===== src/rtl/vga_timing_gen_if.sv =====
// ---------------------------------------------------------------------------
// vga_timing_gen_if
//   Video timing bundle produced by vga_timing_gen and consumed by the
//   framebuffer / pixel pipeline. Consumers sample every field on the clk
//   edges where pix_stb = 1.
//
//   Valid/ready note: this bundle has no back-pressure. pix_stb plays the
//   role of "valid" and the consumer is always ready. Every other field is
//   meaningful to a consumer only in a cycle where pix_stb is high.
//
//   Signals
//     hsync, vsync   sync levels, polarity set by the generator parameters
//     de             reported pixel lies inside the active area
//     pixel_x/y      active column/row, 0 outside the active area
//     pix_stb        one-clk strobe per pixel
//     line_start     pix_stb-qualified pulse at h = 0
//     frame_start    pix_stb-qualified pulse at h = 0, v = 0
//     vblank_start   pix_stb-qualified pulse at h = 0, v = V_ACTIVE
//     frame_count    completed frames, wraps modulo 2^FC_W
//
//   Modports: master (generator side), slave (consumer side)
// ---------------------------------------------------------------------------
interface vga_timing_gen_if #(
    parameter int CW   = 10,
    parameter int FC_W = 16
);
    logic            hsync;
    logic            vsync;
    logic            de;
    logic [CW-1:0]   pixel_x;
    logic [CW-1:0]   pixel_y;
    logic            pix_stb;
    logic            line_start;
    logic            frame_start;
    logic            vblank_start;
    logic [FC_W-1:0] frame_count;

    modport master (
        output hsync, vsync, de, pixel_x, pixel_y, pix_stb,
               line_start, frame_start, vblank_start, frame_count
    );

    modport slave (
        input  hsync, vsync, de, pixel_x, pixel_y, pix_stb,
               line_start, frame_start, vblank_start, frame_count
    );
endinterface


===== src/rtl/vga_timing_gen.sv =====
// ---------------------------------------------------------------------------
// vga_timing_gen
//   Parametrised VGA timing generator. A clock-enable divider produces one
//   pixel tick every CLK_DIV clks. Horizontal/vertical counters advance on
//   each tick, and a registered output stage turns the counter values into
//   sync, data-enable, pixel coordinates and per-pixel strobes.
//
//   Ports
//     clk     system clock
//     reset   synchronous, active-high reset (dominates en)
//     en      run enable; 0 freezes divider, counters and level outputs
//     vid     vga_timing_gen_if.master timing bundle
//
//   Timing: the outputs describe the pixel at counter value (h, v) one clk
//   after the tick that consumes that pixel. Strobes are tick-qualified.
//   Level outputs only update while en = 1, so they hold during a pause.
// ---------------------------------------------------------------------------
module vga_timing_gen #(
    parameter int H_ACTIVE   = 320,
    parameter int H_FP       = 8,
    parameter int H_SYNC     = 96,
    parameter int H_BP       = 40,
    parameter int V_ACTIVE   = 240,
    parameter int V_FP       = 2,
    parameter int V_SYNC     = 2,
    parameter int V_BP       = 25,
    parameter bit H_SYNC_POL = 1'b0,
    parameter bit V_SYNC_POL = 1'b0,
    parameter int CLK_DIV    = 1,
    parameter int CW         = 10,
    parameter int FC_W       = 16
) (
    input  logic             clk,
    input  logic             reset,
    input  logic             en,
    vga_timing_gen_if.master vid
);

    localparam int H_TOTAL = H_ACTIVE + H_FP + H_SYNC + H_BP;
    localparam int V_TOTAL = V_ACTIVE + V_FP + V_SYNC + V_BP;
    localparam int DW      = (CLK_DIV > 1) ? $clog2(CLK_DIV) : 1;

    // Elaboration-time legality check of the timing configuration.
    if (H_ACTIVE < 1 || H_FP < 1 || H_SYNC < 1 || H_BP < 1 ||
        V_ACTIVE < 1 || V_FP < 1 || V_SYNC < 1 || V_BP < 1 ||
        CLK_DIV < 1 || CW < 1 || CW > 30 || FC_W < 1 ||
        (1 << CW) <= H_TOTAL || (1 << CW) <= V_TOTAL) begin : g_param_check
        $error("vga_timing_gen: illegal timing parameters");
    end

    localparam logic [CW-1:0] H_ACT_C  = CW'(H_ACTIVE);
    localparam logic [CW-1:0] H_SS_C   = CW'(H_ACTIVE + H_FP);
    localparam logic [CW-1:0] H_SE_C   = CW'(H_ACTIVE + H_FP + H_SYNC);
    localparam logic [CW-1:0] H_LAST_C = CW'(H_TOTAL - 1);
    localparam logic [CW-1:0] V_ACT_C  = CW'(V_ACTIVE);
    localparam logic [CW-1:0] V_SS_C   = CW'(V_ACTIVE + V_FP);
    localparam logic [CW-1:0] V_SE_C   = CW'(V_ACTIVE + V_FP + V_SYNC);
    localparam logic [CW-1:0] V_LAST_C = CW'(V_TOTAL - 1);
    localparam logic [DW-1:0] DIV_LAST = DW'(CLK_DIV - 1);

    logic [DW-1:0]   div_cnt;
    logic [CW-1:0]   h;
    logic [CW-1:0]   v;
    logic [FC_W-1:0] fc;

    logic tick;
    logic h_act;
    logic v_act;
    logic h_in_sync;
    logic v_in_sync;
    logic h_zero;

    // With CLK_DIV = 1 div_cnt never leaves 0, so tick degenerates to en.
    always_comb begin
        tick      = en && (div_cnt == DIV_LAST);
        h_act     = (h < H_ACT_C);
        v_act     = (v < V_ACT_C);
        h_in_sync = (h >= H_SS_C) && (h < H_SE_C);
        v_in_sync = (v >= V_SS_C) && (v < V_SE_C);
        h_zero    = (h == '0);
    end

    // Divider and raster counters.
    always_ff @(posedge clk) begin
        if (reset) begin
            div_cnt <= '0;
            h       <= '0;
            v       <= '0;
            fc      <= '0;
        end else if (en) begin
            if (tick) begin
                div_cnt <= '0;
                if (h == H_LAST_C) begin
                    h <= '0;
                    if (v == V_LAST_C) begin
                        v  <= '0;
                        fc <= fc + FC_W'(1);
                    end else begin
                        v <= v + CW'(1);
                    end
                end else begin
                    h <= h + CW'(1);
                end
            end else begin
                div_cnt <= div_cnt + DW'(1);
            end
        end
    end

    // Registered output stage, computed from the pre-edge h/v.
    always_ff @(posedge clk) begin
        if (reset) begin
            vid.pix_stb      <= 1'b0;
            vid.line_start   <= 1'b0;
            vid.frame_start  <= 1'b0;
            vid.vblank_start <= 1'b0;
            vid.de           <= 1'b0;
            vid.pixel_x      <= '0;
            vid.pixel_y      <= '0;
            vid.hsync        <= ~H_SYNC_POL;
            vid.vsync        <= ~V_SYNC_POL;
        end else begin
            vid.pix_stb      <= tick;
            vid.line_start   <= tick && h_zero;
            vid.frame_start  <= tick && h_zero && (v == '0);
            vid.vblank_start <= tick && h_zero && (v == V_ACT_C);
            // Level outputs freeze while paused so a consumer sees the last
            // reported pixel rather than the already-advanced counters.
            if (en) begin
                vid.de      <= h_act && v_act;
                vid.pixel_x <= h_act ? h : '0;
                vid.pixel_y <= v_act ? v : '0;
                vid.hsync   <= h_in_sync ? H_SYNC_POL : ~H_SYNC_POL;
                vid.vsync   <= v_in_sync ? V_SYNC_POL : ~V_SYNC_POL;
            end
        end
    end

    assign vid.frame_count = fc;

endmodule


===== src/flat_wrapper.sv =====
// flat-port wrapper written by rule: the top's interface ports become plain ports
module vga_timing_gen_flat 
#(
    parameter int H_ACTIVE   = 320,
    parameter int H_FP       = 8,
    parameter int H_SYNC     = 96,
    parameter int H_BP       = 40,
    parameter int V_ACTIVE   = 240,
    parameter int V_FP       = 2,
    parameter int V_SYNC     = 2,
    parameter int V_BP       = 25,
    parameter bit H_SYNC_POL = 1'b0,
    parameter bit V_SYNC_POL = 1'b0,
    parameter int CLK_DIV    = 1,
    parameter int CW         = 10,
    parameter int FC_W       = 16
)
  (clk, reset, en, vid_hsync, vid_vsync, vid_de, vid_pixel_x, vid_pixel_y, vid_pix_stb, vid_line_start, vid_frame_start, vid_vblank_start, vid_frame_count);
  vga_timing_gen_if #(.CW(CW), .FC_W(FC_W)) vid_i ();
  input  logic clk;
  input  logic reset;
  input  logic en;
  output wire logic [$bits(vid_i.hsync)-1:0] vid_hsync;
  output wire logic [$bits(vid_i.vsync)-1:0] vid_vsync;
  output wire logic [$bits(vid_i.de)-1:0] vid_de;
  output wire logic [$bits(vid_i.pixel_x)-1:0] vid_pixel_x;
  output wire logic [$bits(vid_i.pixel_y)-1:0] vid_pixel_y;
  output wire logic [$bits(vid_i.pix_stb)-1:0] vid_pix_stb;
  output wire logic [$bits(vid_i.line_start)-1:0] vid_line_start;
  output wire logic [$bits(vid_i.frame_start)-1:0] vid_frame_start;
  output wire logic [$bits(vid_i.vblank_start)-1:0] vid_vblank_start;
  output wire logic [$bits(vid_i.frame_count)-1:0] vid_frame_count;
  assign vid_hsync = vid_i.hsync;
  assign vid_vsync = vid_i.vsync;
  assign vid_de = vid_i.de;
  assign vid_pixel_x = vid_i.pixel_x;
  assign vid_pixel_y = vid_i.pixel_y;
  assign vid_pix_stb = vid_i.pix_stb;
  assign vid_line_start = vid_i.line_start;
  assign vid_frame_start = vid_i.frame_start;
  assign vid_vblank_start = vid_i.vblank_start;
  assign vid_frame_count = vid_i.frame_count;
  vga_timing_gen #(.H_ACTIVE(H_ACTIVE), .H_FP(H_FP), .H_SYNC(H_SYNC), .H_BP(H_BP), .V_ACTIVE(V_ACTIVE), .V_FP(V_FP), .V_SYNC(V_SYNC), .V_BP(V_BP), .H_SYNC_POL(H_SYNC_POL), .V_SYNC_POL(V_SYNC_POL), .CLK_DIV(CLK_DIV), .CW(CW), .FC_W(FC_W)) u_core (.clk(clk), .reset(reset), .en(en), .vid(vid_i));
endmodule

===== config.mk =====
export PLATFORM = sky130hd
export DESIGN_NAME = vga_timing_gen_flat
export DESIGN_NICKNAME = d
export VERILOG_FILES = /design/src/rtl/vga_timing_gen_if.sv /design/src/rtl/vga_timing_gen.sv /design/src/flat_wrapper.sv
export SDC_FILE = /design/constraint.sdc
export NUM_CORES = 1
export LEC_CHECK = 0
export CAP_MARGIN = 20
export CORE_MARGIN = 2
export CORE_UTILIZATION = 45
export CTS_CLUSTER_SIZE = 16
export DETAILED_ROUTE_END_ITERATION = 8
export GPL_ROUTABILITY_DRIVEN = 0
export GPL_TIMING_DRIVEN = 1
export PLACE_DENSITY = 0.74
export SLEW_MARGIN = 25
export SYNTH_ARGS = -nofsm -noshare
export SYNTH_HDL_FRONTEND = slang
export SYNTH_SLANG_ARGS = --single-unit

===== constraint.sdc =====
create_clock -name clk -period 2.9 [get_ports clk]
set_clock_uncertainty 0.05 [all_clocks]
set_input_delay 0.435 -clock clk [delete_from_list [all_inputs] [get_ports clk]]
set_output_delay 0.435 -clock clk [all_outputs]
set_load 0.005 [all_outputs]

==> reports/qor.yml, run 1 <==
cts-resized-gates: 0
grt_pass1_vias: 1985
core.rowCount: 28
rsz0062_at_grt: "false"
grt_pass1_wl_mm: 9.10
cts.sinks: 64
rr_worst_depth: 5
total_power_uw: 1680
fin_tns_setup_ns: 0
min_period_ns: 2.30
yosys_most_used_dff: "dfxtp_1"
post_cts_buffers: 0
route.detailed.drc: 0
syn-num-nets: 304
dr.pass1.iters: 4
hold_path_depth: 1
start_kind: "register"
wire_per_inst_um: 13.6
holdPathEnd: "u_core.vid.pixel_y[8]$_SDFFE_PP0P_"
cts_hold_buf: 0
hold_class: "register to register"
antenna_found_initial: 0
drtAntennaViolNets: 0
synth.distinct_cells: 35
totalWireLength_mm: 5.71
num-fill-cells: 501
yosys_warnings: 0
path_class: "register to register"
final_cell_area_um2: 3400
p_per_area_nw_per_um2: 495
syn_inst: 296
slowest_delay_ns: 0.51
arrival_ns: 2.52
initial_core_util_pct: 46.2
r2r_slack_ns: 0.60
nets: 350
num_vias: 2258
cts.htree.levels: 3
dp_hpwl_mm: 3.85
status: "completed"
syn2layout_area_growth_pct: 25.9
power.leakage_uw: 0.00121
first_iter_violations: 89
timing.critical_path.cells: "nor2b_1 > nand4_1 > or3_1 > or3_1 > a21oi_1"
yosysTopAreaCellShare_pct: 47.4
ir_drop_mv: 0.259
cp_max_fo: 13
finalMaxSlewViolations: 0
critPathCaptureType: "register"
max_freq_mhz: 434
path_clk_slew_ns: 0.07
drive_gt1_share_pct: 6.94
viasPerCell: 5.36
clockBufferDepth: 2
avgSynthCellArea_um2: 9.13
cts_tree: "yes"
n_antenna_cell: 0
synth_area_leader_cell: "dfxtp_1"
dieHeight_um: 81.5
slew_headroom_pct: 40.7
async_flop_share_pct: 0
gr-total-overflow: 0
grtUsageTotal_pct: 18.2
ctsRootBufferMaster: "clkbuf_8"
tightest_slew_ns: 0.882
slowest_stage: "or3_1"
synthTopCellsByArea: "dfxtp_1 47%, nor2_1 5.3%, xor2_1 5.2%, a22o_1 4.9%, xnor2_1 4.9%"
required_ns: 3.12
min_from: "u_core.vid.pixel_y[8]$_SDFFE_PP0P_"
yosys.cell_count.top_type: "dfxtp_1"
layoutNonFillerInstCount: 421
final-setup-viol-count: 0
rr_endpoint: "u_core.vid.frame_count[15]$_SDFFE_PP0P_"
crit_buf_inv: 0
die-area_um2: 6640
period_share_pct: 79.4
post_dp_cell_area_um2: 3210
yosysSeqAreaShare_pct: 47.4
dp.cells: 406
synth-edff-count: 0
crit_top_cell: "or3_1"
cts-buffers-inserted: 9
synth_area_um2: 2700
cap_violations: 0
grt_max_degree: 35
rr_startpoint: "u_core.h[8]$_SDFFE_PP0P_"
synth_common_cells: "64 x dfxtp_1, 38 x nor2_1, 17 x nand2_1"
core_area_um2: 5850
ys_ff_latch: 64
ioPinCount: 46
port_buffers: 45
die_w_um: 81.5
clk-insertion-delay-late_ns: 0.34
hold_violations: 0
critical_path.top_delay_family: "simple AND/OR/NAND/NOR gates"
sequential cells by signal, indices dropped and copies added, names as in the netlist, 10 cells and up:
| name | cells |
|---|---|
| u_core.vid.frame_count | 16 |
| u_core.h | 10 |
| u_core.v | 10 |
| u_core.vid.pixel_x | 10 |
| u_core.vid.pixel_y | 10 |
placed cells by master, fill, tap and decap left out, types with 11 or more instances in the layout:
cell type and n:
xnor2_1 15, nor4_1 14, nor3_1 12, nor2_1 37, xor2_1 16, a22o_1 15, dfxtp_1 64, nand3_1 11
nand2_1 17, clkdlybuf4s50_1 45
worst register-to-register path: cells and delay by family (launching register included):
| family | cells | cell delay [ns] |
|---|---|---|
| and+or+nand+nor | 4 | 1.63 |
| DFF | 1 | 0.41 |
| AOI/OAI and AO/OA | 1 | 0.14 |
kinds of logic after synthesis:
family / Yosys count / synth area share [%]
adders and majority gates: 5 / 2.32
DFF: 64 / 47.4
xor gates and xnor gates: 31 / 10.1
and+or+nand+nor: 143 / 28.5
AOI/OAI and AO/OA: 31 / 8.20
buffers and inverters: 22 / 3.47
layout make-up:
class | count | area [um2] | share of cell area, %
Timing Repair Buffer | 49 | 480 | 14.1
Clock buffer | 11 | 141 | 4.16
Tap cell | 75 | 93.8 | 2.76
Multi-Input combinational cell | 210 | 1330 | 39.1
Inverter | 8 | 30.0 | 0.883
Clock inverter | 4 | 45.0 | 1.32
Sequential cell | 64 | 1280 | 37.7
report_power, final:
group	total [uW]	internal (uW)	leakage, uW	switching [uW]
Sequential	894	887	0.000517	6.66
Clock	730	411	0.0000989	319
Combinational	57.9	24.6	0.000591	33.2
Total	1680	1320	0.00121	359
through the flow:
stage	utilization, %	worst slack [ns]	hold slack, ns
finish	58.1	0.598	0.409
global route	58.1	0.449	0.426
CTS	58.1	0.601	0.411
detailed placement	54.9	0.460	0.393
global placement	54.9	0.533	0.393
floorplan	-	1.14	0.405
routing by layer:
metal,GRT usage [%],wire (um)
met5,0,0
met4,8.47,112
met3,6.48,248
met2,26.7,2540
met1,23.8,2810
worst max-delay path by stage:
| stage | end | from | depth (start not counted) |
|---|---|---|---|
| floorplan | u_core.vid.frame_count[15]$_SDFFE_PP0P_ | u_core.h[4]$_SDFFE_PP0P_ | 6 |
| global placement | u_core.vid.frame_count[13]$_SDFFE_PP0P_ | en | 7 |
| detailed placement | u_core.vid.frame_count[13]$_SDFFE_PP0P_ | en | 7 |
| CTS | u_core.vid.frame_count[15]$_SDFFE_PP0P_ | u_core.h[8]$_SDFFE_PP0P_ | 5 |
| global route | u_core.vid.frame_count[15]$_SDFFE_PP0P_ | u_core.h[8]$_SDFFE_PP0P_ | 5 |
| finish | u_core.vid.frame_count[15]$_SDFFE_PP0P_ | u_core.h[8]$_SDFFE_PP0P_ | 5 |
Note: power is estimated with default switching activity, not from simulation.
==> run 2, diff against run 1 <==
==> constraint.sdc (replaced) <==
create_clock -name clk -period 2.4 [get_ports clk]
set_clock_uncertainty 0.05 [all_clocks]
set_input_delay 0.36 -clock clk [delete_from_list [all_inputs] [get_ports clk]]
set_output_delay 0.36 -clock clk [all_outputs]
set_load 0.005 [all_outputs]
==> run 2 against run 1 <==
Hold slack improved by 0.0060 ns. Non-clock buffer count rose by 3. Combinational power rose by 21%. Wire length rose by 4.4%. Power rose by 42%. Via count rose by 1.9%. Setup slack got worse by 0.17 ns. Sequential share of layout area fell by 1.1 points. Cell count rose by 0.95%. Critical path depth did not move. Count of clock-buffer cells in the layout fell by 2. Sequential cell count did not move. Largest power group is now the clock network.
==> reports/qor.yml, run 2 (same netlist as run 1, synthesis figures left out) <==
status: "completed"
power.leakage_uw: 0.00125  # +3.4%
num-fill-cells: 512  # +2.2%
arrival_ns: 2.21  # -0.31 ns
final_common_cell: "dfxtp_1"
slew_headroom_pct: 48.2  # +7.5 points
route.detailed.drc: 0  # unchanged
hold_ws_ns: 0.415  # +0.00595 ns
dp_hpwl_mm: 4.10  # +6.6%
cts.sinks: 64  # unchanged
final-setup-viol-count: 0  # unchanged
drive_gt1_share_pct: 8.29  # +1.3 points
layout_common_cells: "64 x dfxtp_1, 45 x clkdlybuf4s50_1, 37 x nor2_1"
cts_hold_buf: 0  # unchanged
grt_max_degree: 29  # -17%
die-area_um2: 6640  # unchanged
dr.pass1.iters: 4  # unchanged
layoutNonFillerInstCount: 425  # +0.95%
cap_violations: 0  # unchanged
cp_max_fo: 7  # -6
drtAntennaViolNets: 0  # unchanged
min_period_ns: 1.97  # -0.328 ns
grt_pass1_wl_mm: 9.55  # +4.9%
dp.cells: 409  # +0.74%
grtUsageTotal_pct: 19.2  # +1.0 points
start_kind: "register"
wire_per_inst_um: 14.0  # +3.4%
dieHeight_um: 81.5  # unchanged
max_freq_mhz: 507  # +17%
syn2layout_area_growth_pct: 29.7
fin_tns_setup_ns: 0  # unchanged
tightest_slew_ns: 0.770  # -0.112 ns
critPathCaptureType: "register"
nets: 353  # +0.86%
post_cts_buffers: 0  # unchanged
antenna_found_initial: 0  # unchanged
p_per_area_nw_per_um2: 680  # +38%
n_antenna_cell: 0  # unchanged
rr_worst_depth: 5  # unchanged
first_iter_violations: 101  # +13%
initial_core_util_pct: 46.2  # unchanged
cts.htree.levels: 3  # unchanged
hold_class: "register to register"
ctsRootBufferMaster: "clkbuf_8"
rsz0062_at_grt: "false"
core.rowCount: 28  # unchanged
cts-buffers-inserted: 9  # unchanged
num_vias: 2301  # +1.9%
ioPinCount: 46  # unchanged
core_area_um2: 5850  # unchanged
period_share_pct: 82.3  # +2.9 points
grt_pass1_vias: 2011  # +1.3%
path_clk_slew_ns: 0.08  # about the same
final_core_util_pct: 59.9  # +1.8 points
hold_path_depth: 1  # unchanged
required_ns: 2.64  # -0.48 ns
cts_tree: "yes"
cts-resized-gates: 0  # unchanged
port_buffers: 45  # unchanged
hold_violations: 0  # unchanged
clk-insertion-delay-late_ns: 0.35  # about the same
finalMaxSlewViolations: 0  # unchanged
gr-total-overflow: 0  # unchanged
totalWireLength_mm: 5.96  # +4.4%
ir_drop_mv: 0.422  # +63%
viasPerCell: 5.41  # +0.95%
clockBufferDepth: 2  # unchanged
largest_reg_flops: 16  # unchanged
die_w_um: 81.5  # unchanged
path_class: "register to register"
[run 2: where the power goes]
part | leakage (uW) | internal [uW] | switching, uW | total (uW)
Clock | 0.000126 | 796 | 439 | 1240
Combinational | 0.000605 | 30.8 | 39.2 | 69.9
Sequential | 0.000517 | 1070 | 8.45 | 1080
Total | 0.00125 | 1900 | 487 | 2380
[run 2: per-stage QoR]
stage / setup slack (ns) / cell area [um2] / total power, uW
2_1_floorplan: 0.641 / 2700 / 1140
3_3_place_gp: 0.200 / 3230 / 1170
3_5_place_dp: 0.187 / 3230 / 1170
4_1_cts: 0.405 / 3500 / 2400
5_1_grt: 0.244 / 3500 / 2450
6_report: 0.426 / 3500 / 2380
[run 2: layer usage]
metal	global-route usage, %	wire, um	vias up
li1	-	-	1129
met1	25.9	2820	1094
met2	27.8	2690	64
met3	4.84	297	14
met4	11.2	155	0
met5	0	0	-
[run 2: worst paths after layout]
path	start	endpoint	slack [ns]
worst max-delay path	u_core.v[4]$_SDFFE_PP0P_	u_core.vid.frame_count[15]$_SDFFE_PP0P_	0.43
worst min register to register	u_core.vid.pixel_y[8]$_SDFFE_PP0P_	u_core.vid.pixel_y[8]$_SDFFE_PP0P_	0.41
worst min-delay path	u_core.vid.pixel_y[8]$_SDFFE_PP0P_	u_core.vid.pixel_y[8]$_SDFFE_PP0P_	0.41
worst max register to register	u_core.v[4]$_SDFFE_PP0P_	u_core.vid.frame_count[15]$_SDFFE_PP0P_	0.43
[run 2: layout make-up]
| cell class | instances | area (um2) | area share [%] |
|---|---|---|---|
| multi-input cells | 210 | 1330 | 37.9 |
| flip-flops and latches | 64 | 1280 | 36.6 |
| clock buffers | 9 | 124 | 3.53 |
| clock inverters | 7 | 144 | 4.11 |
| well taps | 75 | 93.8 | 2.68 |
| inverters | 8 | 30.0 | 0.857 |
| repair buffers | 52 | 503 | 14.4 |
[run 2: critical path, cell delays in order (launching register included)]
cell and delay [ns]:
dfxtp_1 0.38, nor4_1 0.49, nand3_1 0.17, or3_1 0.34
or3_1 0.35, a21oi_1 0.14
